**src/rtl/axi4_stream_if.sv**
```systemverilog
// AXI4-Stream interface bundle.
//
// Carries one stream beat with all optional AXI4-Stream sideband fields. The producer
// uses the master modport and the consumer uses the slave modport.
//
// Parameters:
//   DATA_WIDTH  tdata width in bits (multiple of 8); tstrb/tkeep are DATA_WIDTH/8 wide
//   ID_WIDTH    tid width
//   DEST_WIDTH  tdest width
//   USER_WIDTH  tuser width
//
// Signals: tvalid, tready, tdata, tstrb, tkeep, tlast, tid, tdest, tuser
interface axi4_stream_if #(
  parameter int unsigned DATA_WIDTH = 32,
  parameter int unsigned ID_WIDTH   = 8,
  parameter int unsigned DEST_WIDTH = 4,
  parameter int unsigned USER_WIDTH = 4
);

  logic                      tvalid;
  logic                      tready;
  logic [DATA_WIDTH-1:0]     tdata;
  logic [DATA_WIDTH/8-1:0]   tstrb;
  logic [DATA_WIDTH/8-1:0]   tkeep;
  logic                      tlast;
  logic [ID_WIDTH-1:0]       tid;
  logic [DEST_WIDTH-1:0]     tdest;
  logic [USER_WIDTH-1:0]     tuser;

  modport master (
    output tvalid,
    output tdata,
    output tstrb,
    output tkeep,
    output tlast,
    output tid,
    output tdest,
    output tuser,
    input  tready
  );

  modport slave (
    input  tvalid,
    input  tdata,
    input  tstrb,
    input  tkeep,
    input  tlast,
    input  tid,
    input  tdest,
    input  tuser,
    output tready
  );

endinterface

```
**src/rtl/axi4_stream_fifo.sv**
```systemverilog
// AXI4-Stream FIFO with optional store-and-forward packet mode.
//
// Buffers every stream field through a DEPTH-entry first-word-fall-through FIFO.
// In packet mode the output is held back until a complete packet (tlast) is stored;
// a packet longer than DEPTH would otherwise deadlock, so once the FIFO fills without
// any complete packet inside, the oversize packet is streamed through (cut-through)
// until its tlast leaves.
//
// Parameters:
//   DATA_WIDTH, ID_WIDTH, DEST_WIDTH, USER_WIDTH  stream field widths
//   DEPTH        number of entries, power of two, >= 2
//   PACKET_MODE  0 = plain stream FIFO, 1 = store-and-forward
//
// Ports:
//   aclk          clock, rising edge
//   areset        asynchronous active-high reset
//   pkt_i         input stream (slave)
//   pkt_o         output stream (master), fields driven from the head entry
//   used_words_o  occupied entries, 0..DEPTH
//   full_o        used_words_o == DEPTH
//   empty_o       used_words_o == 0
module axi4_stream_fifo #(
  parameter int unsigned DATA_WIDTH  = 32,
  parameter int unsigned ID_WIDTH    = 8,
  parameter int unsigned DEST_WIDTH  = 4,
  parameter int unsigned USER_WIDTH  = 4,
  parameter int unsigned DEPTH       = 16,
  parameter bit          PACKET_MODE = 1'b0
) (
  input  logic                   aclk,
  input  logic                   areset,
  axi4_stream_if.slave           pkt_i,
  axi4_stream_if.master          pkt_o,
  output logic [$clog2(DEPTH):0] used_words_o,
  output logic                   full_o,
  output logic                   empty_o
);

  localparam int unsigned ADDR_W  = $clog2(DEPTH);
  localparam int unsigned STRB_W  = DATA_WIDTH / 8;
  localparam int unsigned ENTRY_W = DATA_WIDTH + 2 * STRB_W + 1 + ID_WIDTH + DEST_WIDTH
                                    + USER_WIDTH;

  // Pointers carry one extra MSB so they run modulo 2*DEPTH.
  typedef logic [ADDR_W:0]    ptr_t;
  typedef logic [ENTRY_W-1:0] entry_t;

  localparam ptr_t DEPTH_PTR = ptr_t'(DEPTH);
  localparam ptr_t PTR_ONE   = ptr_t'(1);

  entry_t mem_q [DEPTH];
  entry_t wr_entry;
  entry_t rd_entry;

  ptr_t wr_ptr_q, wr_ptr_d;
  ptr_t rd_ptr_q, rd_ptr_d;
  ptr_t used_q, used_d;
  ptr_t pkt_cnt_q, pkt_cnt_d;
  logic cut_thru_q, cut_thru_d;

  logic full;
  logic empty;
  logic push;
  logic pop;
  logic push_last;
  logic pop_last;
  logic release_ok;

  // ---------------------------------------------------------------------------
  // Status and handshakes
  // ---------------------------------------------------------------------------
  assign full  = (used_q == DEPTH_PTR);
  assign empty = (used_q == '0);

  assign used_words_o = used_q;
  assign full_o       = full;
  assign empty_o      = empty;

  // Only registered state and areset feed tready: no path from pkt_o.tready.
  assign pkt_i.tready = !full && !areset;
  assign push         = pkt_i.tvalid && pkt_i.tready;

  // Stream mode releases any stored word; packet mode needs a whole packet stored
  // or an active cut-through of an oversize packet.
  assign release_ok   = !PACKET_MODE || (pkt_cnt_q != '0) || cut_thru_q;
  assign pkt_o.tvalid = !empty && release_ok;
  assign pop          = pkt_o.tvalid && pkt_o.tready;

  // ---------------------------------------------------------------------------
  // Storage
  // ---------------------------------------------------------------------------
  assign wr_entry = {pkt_i.tdata, pkt_i.tstrb, pkt_i.tkeep, pkt_i.tlast,
                     pkt_i.tid, pkt_i.tdest, pkt_i.tuser};

  assign rd_entry = mem_q[rd_ptr_q[ADDR_W-1:0]];

  assign {pkt_o.tdata, pkt_o.tstrb, pkt_o.tkeep, pkt_o.tlast,
          pkt_o.tid, pkt_o.tdest, pkt_o.tuser} = rd_entry;

  assign push_last = push && pkt_i.tlast;
  assign pop_last  = pop && pkt_o.tlast;

  // Storage is deliberately not reset; only pointers define validity.
  always_ff @(posedge aclk) begin
    if (push) begin
      mem_q[wr_ptr_q[ADDR_W-1:0]] <= wr_entry;
    end
  end

  // ---------------------------------------------------------------------------
  // Next-state logic
  // ---------------------------------------------------------------------------
  always_comb begin
    wr_ptr_d   = wr_ptr_q;
    rd_ptr_d   = rd_ptr_q;
    used_d     = used_q;
    pkt_cnt_d  = pkt_cnt_q;
    cut_thru_d = cut_thru_q;

    if (push) begin
      wr_ptr_d = wr_ptr_q + PTR_ONE;
    end
    if (pop) begin
      rd_ptr_d = rd_ptr_q + PTR_ONE;
    end

    unique case ({push, pop})
      2'b10:   used_d = used_q + PTR_ONE;
      2'b01:   used_d = used_q - PTR_ONE;
      default: used_d = used_q;
    endcase

    unique case ({push_last, pop_last})
      2'b10:   pkt_cnt_d = pkt_cnt_q + PTR_ONE;
      2'b01:   pkt_cnt_d = pkt_cnt_q - PTR_ONE;
      default: pkt_cnt_d = pkt_cnt_q;
    endcase

    // Full with no complete packet inside can only be an oversize packet: stream it
    // out until its tlast leaves. Setting wins over clearing.
    if (PACKET_MODE && full && (pkt_cnt_q == '0)) begin
      cut_thru_d = 1'b1;
    end else if (pop_last) begin
      cut_thru_d = 1'b0;
    end
  end

  // ---------------------------------------------------------------------------
  // State registers
  // ---------------------------------------------------------------------------
  always_ff @(posedge aclk or posedge areset) begin
    if (areset) begin
      wr_ptr_q   <= '0;
      rd_ptr_q   <= '0;
      used_q     <= '0;
      pkt_cnt_q  <= '0;
      cut_thru_q <= 1'b0;
    end else begin
      wr_ptr_q   <= wr_ptr_d;
      rd_ptr_q   <= rd_ptr_d;
      used_q     <= used_d;
      pkt_cnt_q  <= pkt_cnt_d;
      cut_thru_q <= cut_thru_d;
    end
  end

  // ---------------------------------------------------------------------------
  // Invariants: the occupancy counter always equals the pointer distance and
  // never exceeds the buffer size.
  // ---------------------------------------------------------------------------
  occupancy_matches_ptrs : assert property (
    @(posedge aclk) used_q == ptr_t'(wr_ptr_q - rd_ptr_q)
  );

  occupancy_bounded : assert property (
    @(posedge aclk) used_q <= DEPTH_PTR
  );

endmodule

```
**src/flat_wrapper.sv**
```systemverilog
// flat-port wrapper written by rule: the top's interface ports become plain ports
module axi4_stream_fifo_flat 
#(
  parameter int unsigned DATA_WIDTH  = 32,
  parameter int unsigned ID_WIDTH    = 8,
  parameter int unsigned DEST_WIDTH  = 4,
  parameter int unsigned USER_WIDTH  = 4,
  parameter int unsigned DEPTH       = 16,
  parameter bit          PACKET_MODE = 1'b0
)
  (aclk, areset, used_words_o, full_o, empty_o, pkt_i_tvalid, pkt_i_tdata, pkt_i_tstrb, pkt_i_tkeep, pkt_i_tlast, pkt_i_tid, pkt_i_tdest, pkt_i_tuser, pkt_i_tready, pkt_o_tvalid, pkt_o_tdata, pkt_o_tstrb, pkt_o_tkeep, pkt_o_tlast, pkt_o_tid, pkt_o_tdest, pkt_o_tuser, pkt_o_tready);
  axi4_stream_if #(.DATA_WIDTH(DATA_WIDTH), .ID_WIDTH(ID_WIDTH), .DEST_WIDTH(DEST_WIDTH), .USER_WIDTH(USER_WIDTH)) pkt_i_i ();
  axi4_stream_if #(.DATA_WIDTH(DATA_WIDTH), .ID_WIDTH(ID_WIDTH), .DEST_WIDTH(DEST_WIDTH), .USER_WIDTH(USER_WIDTH)) pkt_o_i ();
  input  logic aclk;
  input  logic areset;
  output logic [$clog2(DEPTH):0] used_words_o;
  output logic full_o;
  output logic empty_o;
  input wire logic [$bits(pkt_i_i.tvalid)-1:0] pkt_i_tvalid;
  input wire logic [$bits(pkt_i_i.tdata)-1:0] pkt_i_tdata;
  input wire logic [$bits(pkt_i_i.tstrb)-1:0] pkt_i_tstrb;
  input wire logic [$bits(pkt_i_i.tkeep)-1:0] pkt_i_tkeep;
  input wire logic [$bits(pkt_i_i.tlast)-1:0] pkt_i_tlast;
  input wire logic [$bits(pkt_i_i.tid)-1:0] pkt_i_tid;
  input wire logic [$bits(pkt_i_i.tdest)-1:0] pkt_i_tdest;
  input wire logic [$bits(pkt_i_i.tuser)-1:0] pkt_i_tuser;
  output wire logic [$bits(pkt_i_i.tready)-1:0] pkt_i_tready;
  output wire logic [$bits(pkt_o_i.tvalid)-1:0] pkt_o_tvalid;
  output wire logic [$bits(pkt_o_i.tdata)-1:0] pkt_o_tdata;
  output wire logic [$bits(pkt_o_i.tstrb)-1:0] pkt_o_tstrb;
  output wire logic [$bits(pkt_o_i.tkeep)-1:0] pkt_o_tkeep;
  output wire logic [$bits(pkt_o_i.tlast)-1:0] pkt_o_tlast;
  output wire logic [$bits(pkt_o_i.tid)-1:0] pkt_o_tid;
  output wire logic [$bits(pkt_o_i.tdest)-1:0] pkt_o_tdest;
  output wire logic [$bits(pkt_o_i.tuser)-1:0] pkt_o_tuser;
  input wire logic [$bits(pkt_o_i.tready)-1:0] pkt_o_tready;
  assign pkt_i_i.tvalid = pkt_i_tvalid;
  assign pkt_i_i.tdata = pkt_i_tdata;
  assign pkt_i_i.tstrb = pkt_i_tstrb;
  assign pkt_i_i.tkeep = pkt_i_tkeep;
  assign pkt_i_i.tlast = pkt_i_tlast;
  assign pkt_i_i.tid = pkt_i_tid;
  assign pkt_i_i.tdest = pkt_i_tdest;
  assign pkt_i_i.tuser = pkt_i_tuser;
  assign pkt_i_tready = pkt_i_i.tready;
  assign pkt_o_tvalid = pkt_o_i.tvalid;
  assign pkt_o_tdata = pkt_o_i.tdata;
  assign pkt_o_tstrb = pkt_o_i.tstrb;
  assign pkt_o_tkeep = pkt_o_i.tkeep;
  assign pkt_o_tlast = pkt_o_i.tlast;
  assign pkt_o_tid = pkt_o_i.tid;
  assign pkt_o_tdest = pkt_o_i.tdest;
  assign pkt_o_tuser = pkt_o_i.tuser;
  assign pkt_o_i.tready = pkt_o_tready;
  axi4_stream_fifo #(.DATA_WIDTH(DATA_WIDTH), .ID_WIDTH(ID_WIDTH), .DEST_WIDTH(DEST_WIDTH), .USER_WIDTH(USER_WIDTH), .DEPTH(DEPTH), .PACKET_MODE(PACKET_MODE)) u_core (.aclk(aclk), .areset(areset), .pkt_i(pkt_i_i), .pkt_o(pkt_o_i), .used_words_o(used_words_o), .full_o(full_o), .empty_o(empty_o));
endmodule
```
**config.mk**
```make
export PLATFORM = sky130hd
export DESIGN_NAME = axi4_stream_fifo_flat
export DESIGN_NICKNAME = d
export VERILOG_FILES = /design/src/rtl/axi4_stream_if.sv /design/src/rtl/axi4_stream_fifo.sv /design/src/flat_wrapper.sv
export SDC_FILE = /design/constraint.sdc
export NUM_CORES = 1
export LEC_CHECK = 0
export ABC_AREA = 1
export CAP_MARGIN = 20
export CORE_AREA = 2 2 182 363
export DETAILED_ROUTE_END_ITERATION = 6
export DIE_AREA = 0 0 184 365
export PLACE_DENSITY = 0.76
export SLEW_MARGIN = 5
export SYNTH_ARGS = -nofsm -noshare
export SYNTH_HDL_FRONTEND = slang
export SYNTH_SLANG_ARGS = --single-unit
```
**constraint.sdc**
```tcl
create_clock -name aclk -period 7.3 [get_ports aclk]
set_input_delay 1.46 -clock aclk [delete_from_list [all_inputs] [get_ports aclk]]
set_output_delay 1.46 -clock aclk [all_outputs]
set_load 0.05 [all_outputs]
```
==> impl_results.md <==
* Die Wd at 184 µm
* Final hold vios at 0
* FMAX at roughly 180 MHz
* Worst-Margin Slew at approximately 1.2 ns
* Unique cell type count in the Yosys netlist at 22
* # Post-CTS Setup Buffers at 0
* Post-CTS Hold Fix Bufs at 0
* CTS clk-pin slew, worst paths at 0.07 ns
* Die area at between 0.06 and 0.07 mm²
* Core Region at 0.0644 mm²
* Slew headroom at 23.2%
* Drt total wl at 91.3 mm
* Avg Inst Size Synth at roughly 11 µm²
* FFs w/ async S/R, synth at under 10%
* # rows at 132
* Static leakage at 17.6 nW
* Status: complete, no violations
* Routability cong. at around 0.76
* Synth top cells by count: nand2_1, edfxtp_1, inv_1
* # H-tree levels at 3
* RSZ-0062 raised after global routing: false
* Aggregate negative setup slack at 0 ns
* Initial core utilization at 60.4%
* Routed vias at 25700
* CTS buffer count at 77
* Initial antenna violation count at 4
* R2R Path Start: u_core.used_words_o[1]$_DFFE_PP0P_
* DRC violations left at 0
* Io pins at 127
* Layout area overhead at 11.5%
* Gr ovfl total at 0
* DR vias/cell at 5.56
* # setup viols final at 0
* Placed inst area at 0.0408 mm²
* Crit end category: output port
* Chip height at about 370 µm
* Crit Path Category: reg2out
* Total GRT Usage at about 28%
* Clock latency on the worst-skew pair at around 0.64 ns
* Post-route clock skew at around 0.028 ns
* Synth Net Count at 3749
* Number of fill cells at 4552
* Cts repair resizes at 0
* Root Driver: clkbuf_16
* Tmin final at between 5 and 6 ns
* Final Cycle Share at between 70% and 80%
* CTS tree: built
* Number of synthesized flops with an enable pin at 912
* Synth area leaders: edfxtp_1, nand2_1, nand3_1, inv_1, nor2_1
* Hold path startpoint: u_core.used_words_o[0]$_DFFE_PP0P_
* Most frequent cell after synthesis: nand2_1
* Critical Path AT at a little over 4 ns
* Routed len/inst at 19.8 µm
* # Max-Cap Violations at 0
* First-pass GRT wire length at 138 mm
* Cell area after synthesis at just under 0.04 mm²
* Drt first pass iters at 6
* Critical path origin: u_core.rd_ptr_q[0]$_DFFE_PP0P_
* Layout cells sized above 1 at 4.96%
* Port buffer count at roughly 130
* HPWL Detailed at between 40 and 50 mm
* Initial drt markers at 2594
* Dominant synthesized flop cell: edfxtp_1
* Mapped Cells at 3678
* PD cells at around 400 mW/mm²
* Maximum vdd ir drop at around 0.39 mV
* Net count, final at 3825
* WP data required at about 6 ns
* Min-Delay Path Class: reg2reg
* #FFs+latches synth at 925
* Post-synth top area cell: edfxtp_1
* Yosys top cell area share at 70.4%
* Final Max Slew Viols at 0
* Largest net degree at the start of global routing at 188
* Largest fanout on the critical path at 141
* Post-synthesis sequential area ratio at a little under three quarters
* Number of global-route vias before repair at 24500
* Final Cell Area at 0.0434 mm²
* Clock tree buffer depth at 3
* Yosys Warn Count at 0
* Critical Path Start Type: register
* Antenna viol nets, final at 0
* Clock sinks at 925
through the flow:
| step | setup WS (ns) | instances | util, % | total power (W) | hold slack [ns] |
|---|---|---|---|---|---|
| after floorplan | 0.651 | 3678 | - | 0.0110 | 0.516 |
| after global placement | 2.42 | 4478 | 63.3 | 0.0128 | 0.528 |
| after detailed placement | 2.37 | 4478 | 63.3 | 0.0129 | 0.538 |
| after CTS | 1.69 | 4615 | 67.3 | 0.0171 | 0.546 |
| after global routing | 1.54 | 4616 | 67.3 | 0.0179 | 0.583 |
| final | 1.75 | 4617 | 67.3 | 0.0171 | 0.539 |
report_power, final:
group,leakage (nW),internal (W),switching [W]
clock network,1.24,0.00237,0.00184
logic,7.96,0.00186,0.00482
registers,8.37,0.00608,0.000143
area by class of cell:
cell class / count / area, µm² / share of cell area (%)
Multi-Input combinational cell: 2202 / 8950 / 20.6
Inverter: 371 / 1410 / 3.25
Sequential cell: 925 / 27700 / 63.9
Clock inverter: 48 / 522 / 1.20
Tap cell: 804 / 1010 / 2.32
Antenna cell: 1 / 2.50 / 0.00577
Clock buffer: 89 / 2040 / 4.69
Timing Repair Buffer: 177 / 1730 / 3.98
path summary, 6_finish.rpt:
check / endpoint / slack (ns) / depth (start not counted)
hold reg to reg: u_core.used_words_o[0]$_DFFE_PP0P_ / 0.54 / 1
hold / removal: u_core.used_words_o[0]$_DFFE_PP0P_ / 0.54 / 1
setup / recovery: pkt_o_tdata[2] / 1.75 / 10
setup reg to reg: u_core.mem_q[10][36]$_DFFE_PP_ / 4.56 / 6
max in group asynchronous: u_core.rd_ptr_q[1]$_DFFE_PP0P_ / 5.60 / 2
min in group asynchronous: u_core.used_words_o[2]$_DFFE_PP0P_ / 1.23 / 2
placed cells by master (no fill, tap or decap), types with 12 or more instances in the layout:
master	count
nor2_1	346
nor3_2	16
clkdlybuf4s50_1	126
clkbuf_16	80
edfxtp_1	912
nand2_1	1461
nand3_1	352
inv_1	366
clkinv_1	16
buf_4	45
clkinv_2	12
state kept, by name (all words and copies together), names as in the netlist:
register	cells
u_core.mem_q	912
u_core.used_words_o	5
u_core.rd_ptr_q	4
u_core.wr_ptr_q	4
layer usage:
metal / vias up / share of wire (%) / GRT usage (%)
met5: - / 0.044 / 0
met4: 6 / 3.1 / 10.6
met3: 219 / 8.8 / 4.55
met2: 1216 / 50 / 46.6
met1: 12200 / 38 / 35.7
li1: 12000 / - / -
kinds of logic after synthesis:
family / count (synthesis) / synth area share, %
AND/OR/NAND/NOR: 2179 / 22.3
AO/OA/AOI/OAI: 9 / 0.116
flip-flops: 925 / 71.3
XOR/XNOR: 4 / 0.0901
adder cells (fa/ha/maj): 10 / 0.341
buffers and inverters: 551 / 5.93
worst max-delay path, stage by stage, from the launching register on:
cell and delay [ns]:
dfrtp_4 0.71, inv_8 0.30, buf_16 0.51, buf_4 0.42, nand2_1 0.09, nand3_1 0.09
nand2_1 0.06, nor2_1 0.12, nand2_1 0.06, nand2_1 0.14, clkdlybuf4s50_1 0.85
(Power assumes the default switching activity.)
